$ cat src/rtl/sad_engine_param.sv
// Purpose : sum-of-absolute-differences over an N_PIX block, LANES pixel pairs per beat,
//           with a running minimum SAD / candidate-index tracker for motion search.
// Latency : go sampled at edge 0, first beat accepted at edge 2, done one cycle after last accept.
// Backpr. : in_ready only in ACCUM; in_valid low stalls the block indefinitely without state change.
//
// Ports:
//   clk, Mrst_n        rising-edge clock, asynchronous active-low reset
//   go                 start one block (sampled only in IDLE)
//   clr_min            synchronous clear of min tracker and candidate index (wins over an update)
//   a_data, b_data     LANES packed pixels, lane i at [i*PIX_W +: PIX_W]
//   in_valid/in_ready  beat handshake
//   busy, done         not-IDLE flag, one-cycle completion pulse
//   sad                SAD of last completed block
//   min_sad/min_idx    smallest SAD since clear and its candidate index; min_valid qualifies them

module sad_engine_param #(
    parameter int PIX_W = 8,
    parameter int N_PIX = 16,                  // must be an integer multiple of LANES
    parameter int LANES = 4,
    parameter int IDX_W = 6,
    localparam int BEATS = N_PIX / LANES,
    localparam int SAD_W = PIX_W + $clog2(N_PIX)
) (
    input  logic                     clk,
    input  logic                     Mrst_n,
    input  logic                     go,
    input  logic                     clr_min,
    input  logic [LANES*PIX_W-1:0]   a_data,
    input  logic [LANES*PIX_W-1:0]   b_data,
    input  logic                     in_valid,
    output logic                     in_ready,
    output logic                     busy,
    output logic                     done,
    output logic [SAD_W-1:0]         sad,
    output logic [SAD_W-1:0]         min_sad,
    output logic [IDX_W-1:0]         min_idx,
    output logic                     min_valid
);

    localparam int CNT_W = (BEATS > 1) ? $clog2(BEATS) : 1;
    localparam logic [CNT_W-1:0] LAST_BEAT = CNT_W'(BEATS - 1);

    typedef enum logic [1:0] {
        S_IDLE  = 2'd0,
        S_CLEAR = 2'd1,
        S_ACCUM = 2'd2,
        S_DONE  = 2'd3
    } state_t;

    state_t             state;
    state_t             state_nxt;
    logic [CNT_W-1:0]   beat_cnt;
    logic [SAD_W-1:0]   acc;
    logic [SAD_W-1:0]   beat_sum;
    logic [SAD_W-1:0]   new_sad;
    logic [IDX_W-1:0]   cand_idx;
    logic               accept;
    logic               last_beat;

    function automatic logic [PIX_W-1:0] abs_diff(input logic [PIX_W-1:0] x,
                                                  input logic [PIX_W-1:0] y);
        return (x >= y) ? (x - y) : (y - x);
    endfunction

    // Per-beat lane sum at full SAD width; SAD_W already covers a whole
    // block of maximal differences, so one beat can never overflow it.
    always_comb begin
        beat_sum = '0;
        for (int i = 0; i < LANES; i++) begin
            beat_sum = beat_sum + SAD_W'(abs_diff(a_data[i*PIX_W +: PIX_W],
                                                  b_data[i*PIX_W +: PIX_W]));
        end
    end

    assign accept    = in_valid && (state == S_ACCUM);
    assign last_beat = accept && (beat_cnt == LAST_BEAT);
    assign new_sad   = acc + beat_sum;

    always_ff @(posedge clk or negedge Mrst_n) begin
        if (!Mrst_n) begin
            state <= S_IDLE;
        end else begin
            state <= state_nxt;
        end
    end

    always_comb begin
        state_nxt = state;
        in_ready  = 1'b0;
        busy      = 1'b1;
        done      = 1'b0;
        unique case (state)
            S_IDLE: begin
                busy = 1'b0;
                if (go) begin
                    state_nxt = S_CLEAR;
                end
            end
            S_CLEAR: begin
                state_nxt = S_ACCUM;
            end
            S_ACCUM: begin
                in_ready = 1'b1;
                if (last_beat) begin
                    state_nxt = S_DONE;
                end
            end
            S_DONE: begin
                done      = 1'b1;
                state_nxt = S_IDLE;
            end
            default: begin
                state_nxt = S_IDLE;
            end
        endcase
    end

    // Accumulator and beat counter.
    always_ff @(posedge clk or negedge Mrst_n) begin
        if (!Mrst_n) begin
            acc      <= '0;
            beat_cnt <= '0;
            sad      <= '0;
        end else begin
            if (state == S_CLEAR) begin
                acc      <= '0;
                beat_cnt <= '0;
            end else if (accept) begin
                acc      <= new_sad;
                beat_cnt <= beat_cnt + CNT_W'(1);
                if (last_beat) begin
                    sad <= new_sad;
                end
            end
        end
    end

    // Minimum tracker. clr_min takes priority over a coincident last beat,
    // so that block is dropped from the search and indexing restarts at 0.
    // Strict less-than keeps the earlier candidate on ties.
    always_ff @(posedge clk or negedge Mrst_n) begin
        if (!Mrst_n) begin
            min_sad   <= '0;
            min_idx   <= '0;
            min_valid <= 1'b0;
            cand_idx  <= '0;
        end else if (clr_min) begin
            min_sad   <= '0;
            min_idx   <= '0;
            min_valid <= 1'b0;
            cand_idx  <= '0;
        end else if (last_beat) begin
            if (!min_valid || (new_sad < min_sad)) begin
                min_sad   <= new_sad;
                min_idx   <= cand_idx;
                min_valid <= 1'b1;
            end
            cand_idx <= cand_idx + IDX_W'(1);
        end
    end

endmodule

$ cat config.mk
export PLATFORM = sky130hd
export DESIGN_NAME = sad_engine_param
export DESIGN_NICKNAME = d
export VERILOG_FILES = /design/src/rtl/sad_engine_param.sv
export SDC_FILE = /design/constraint.sdc
export NUM_CORES = 1
export LEC_CHECK = 0
export BUFFER_PORTS_ARGS = -buffer_cell sky130_fd_sc_hd__buf_2
export CORE_MARGIN = 5
export CORE_UTILIZATION = 59
export DETAILED_ROUTE_END_ITERATION = 8
export PLACE_DENSITY = 0.93
export SLEW_MARGIN = 10
export SYNTH_ARGS = -nofsm -noshare
export SYNTH_HDL_FRONTEND = slang
export SYNTH_SLANG_ARGS = --single-unit
$ cat constraint.sdc
create_clock -name clk -period 7.09 [get_ports clk]
set_input_delay 0.3545 -clock clk [delete_from_list [all_inputs] [get_ports clk]]
set_output_delay 0.3545 -clock clk [all_outputs]
set_load 0.03 [all_outputs]
==> metrics.md <==
| Metric | Value |
|---|---|
| Reg clk slew, reported paths | `0.10 ns` |
| Worst-path fanout max | `9` |
| Post-Synthesis Cell Area | `6296 µm²` |
| Syn Area/Cell | `8.830 µm²` |
| Crit path DAT | `7.44 ns` |
| Vias per inst | `6.059` |
| CP max stage delay | `0.57 ns` |
| Worst-margin pin slew | `0.7840 ns` |
| Skew final | `0.009048 ns` |
| Share of cells above drive strength 1 | `0.2829` |
| Port bufs | `102` |
| Later-pin clock latency in the skew report | `0.32 ns` |
| First-pass GRT wire length | `25,500 µm` |
| CP required | `7.29 ns` |
| Hold crit path type | `primary input to async pin` |
| Clock buffer depth | `2` |
| Distinct cell type count after synthesis | `58` |
| Die area | `12,840 µm²` |
| H-tree lvl count | `2` |
| Max-cap violation count | `0` |
| CTS Root Cell | `clkbuf_8` |
| Final Hold Viols | `0` |
| Net count after synthesis | `906` |
| Critical path launch point type | `primary input` |
| Critical R2R Launch | `acc[1]$_DFFE_PN0P_` |
| Max Clk Rate | `0.1381 GHz` |
| Final setup vio count | `17` |
| Layout area overhead | `21.74%` |
| Largest net degree at the start of global routing | `54` |
| DIE WIDTH | `113.3 µm` |
| Core area | `10,370 µm²` |
| Iter 0 DRT Violations | `586` |
| Total CTS buffers | `5` |
| CTS tree | `done` |
| Total via count in the routed design | `5,986` |
| CP Class | `primary input to flip-flop` |
| Initial antenna violation count | `0` |
| Die H | `113.3 µm` |
| Status | `complete, but fails checks` |
| Hpwl dp | `12,550 µm` |
| Synth warnings | `0` |
| Setup crit start | `a_data[0]` |
| # rows | `37` |
| Top FF cell, synth | `dfrtp_1` |
| DR WL/cell | `18.93 µm` |
| Crit end category | `flip-flop` |
| Post-CTS Hold Fix Bufs | `0` |
| Post-layout min period | `7.239 ns` |
| Synthesized instance count | `713` |
| Initial Util | `0.6071` |
| Sequential area share after synthesis | `0.2107` |
| EDFF count, synth | `0` |
| DRT antenna net count | `0` |
| # diodes | `0` |
| Setup ws final | `-0.1487 ns` |
| Slowest-stage cell, CP | `fa_1` |
| Total track usage | `0.2385` |
| Async set-reset flop share out of synthesis | `1.000` |
| Yosys reg bits | `53` |
| # IOs | `103` |
| Slew headroom | `0.4773` |
| GRT overflow | `0` |
| Gp weighted congestion | `0.8821` |
| Failing checks | `setup timing` |
| Top cell by count, worst path | `inv_1` |
| Clock Sinks | `53` |
| Crit share post-route | `1.021` |
| Vias in the first global route | `5,610` |
| Post-Route Utilization | `0.7391` |
| Post-Route WL | `18,700 µm` |
| Final Max Slew Viols | `0` |
| Total Nets Final | `1,044` |
| DRC violations left | `0` |
| Initial DRT Pass Iterations | `6` |
[cell usage after synthesis, types with 2 or more instances]
| cell type | instances | share of area |
|---|---|---|
| o21ai_1 | 3 | 0.0024 |
| a31oi_1 | 5 | 0.0050 |
| a211oi_1 | 5 | 0.0060 |
| nand2_1 | 52 | 0.031 |
| a21oi_1 | 44 | 0.035 |
| xor2_1 | 16 | 0.022 |
| nand3b_1 | 3 | 0.0036 |
| buf_4 | 5 | 0.0060 |
| o21a_1 | 3 | 0.0036 |
| and2_1 | 4 | 0.0040 |
| dfrtp_1 | 53 | 0.21 |
| nand4_1 | 6 | 0.0060 |
| ha_1 | 93 | 0.18 |
| a221o_1 | 2 | 0.0032 |
| o22ai_1 | 2 | 0.0020 |
| nor3_1 | 4 | 0.0032 |
| buf_2 | 3 | 0.0024 |
| mux2i_1 | 19 | 0.030 |
| a221oi_1 | 6 | 0.0083 |
| a311o_1 | 2 | 0.0032 |
| mux2_2 | 20 | 0.036 |
| nor2_1 | 46 | 0.027 |
| a2111oi_0 | 2 | 0.0028 |
| mux2_4 | 10 | 0.024 |
| fa_1 | 31 | 0.099 |
| nor2b_1 | 20 | 0.020 |
| nand2b_1 | 6 | 0.0060 |
| o21ai_0 | 22 | 0.017 |
| nand3_1 | 10 | 0.0079 |
| nor2_2 | 3 | 0.0030 |
| xnor2_1 | 21 | 0.029 |
| clkbuf_1 | 10 | 0.0060 |
| a21o_1 | 13 | 0.016 |
| o31ai_1 | 3 | 0.0036 |
| o211ai_1 | 7 | 0.0083 |
| and3_1 | 2 | 0.0020 |
| inv_1 | 134 | 0.080 |
| o21bai_1 | 3 | 0.0036 |
[per-layer routing]
layer / GRT usage / part of all wire / wire length [µm]
met2: 0.4273 / 0.49 / 9106
met1: 0.2916 / 0.37 / 6921
met4: 0.09295 / 0.058 / 1084
met3: 0.02888 / 0.085 / 1586
met5: 0 / 0 / 0
[final timing paths]
check,end,slack (ns),depth (start not counted)
worst max-delay path,min_sad[2]$_DFFE_PN0P_,-0.15,31
worst min-delay path,cand_idx[4]$_DFFE_PN0P_,0.14,2
worst max register to register,min_sad[2]$_DFFE_PN0P_,1.45,21
worst min register to register,sad[11]$_DFFE_PN0P_,0.49,2
max in group asynchronous,acc[5]$_DFFE_PN0P_,6.52,2
min in group clk,state[0]$_DFFE_PN0P_,0.45,3
[critical path: cells and delay by family]
family,cells,cell delay (ns)
mux,2,0.59
compound gates,10,2.11
buf+inv,8,0.90
simple gates,3,0.60
fa+ha+maj,7,2.59
xor+xnor,1,0.27
[repair_timing]
item | in CTS | in global routing
buffers inserted | 1 | 5
resized for setup | 1 | 57
endpoints found under the setup margin | 17 | 18
gates cloned | 0 | 2
pin swaps | 1 | 28
[flip-flops by register name, indices dropped and copies added, names as in the netlist]
name,count
acc,12
min_sad,12
sad,12
cand_idx,6
min_idx,6
beat_cnt,2
state,2
min_valid,1
[cells in the final DEF (no fill, tap or decap), drive strengths merged, types with 21 or more instances in the layout]
cell     n
buf    149
inv    135
ha      93
dfrtp   53
nand2   52
nor2    49
a21oi   45
fa      31
mux2    30
o21ai   25
xnor2   21
[cells by family after synthesis]
group	after synthesis	share of synthesized area
buffers and inverters	153	0.09599
muxes	49	0.08982
AOI/OAI and AO/OA	139	0.1514
adders and majority gates	124	0.2834
and+or+nand+nor	158	0.1173
xor gates and xnor gates	37	0.05147
DFF	53	0.2107
[cell type report]
cell class              count  area, µm²
fillers                   661       2705
repair buffers            150      904.6
clock inverters             1      8.758
well taps                 136      170.2
clock buffers               7      96.34
flip-flops and latches     53       1326
multi-input cells         507       4656
inverters                 134      503.0
[metrics by stage]
stage | std cells | hold slack [ns] | area [µm²] | setup WS [ns] | TNS (ns)
3_3_place_gp | 972 | 0.4567 | 7193 | 0.004651 | 0
5_1_grt | 988 | 0.2046 | 7665 | -0.3029 | -4.550
4_1_cts | 981 | 0.1701 | 7306 | 0.01439 | 0
3_5_place_dp | 972 | 0.4724 | 7193 | -0.3442 | -5.339
2_1_floorplan | 713 | 0.05891 | 6301 | 0.05514 | 0
6_report | 988 | 0.1361 | 7665 | -0.1487 | -2.010
Power is left out: the tool's default activity adds up to more than one toggle a clock period on the data nets, which glitch-free logic cannot reach.
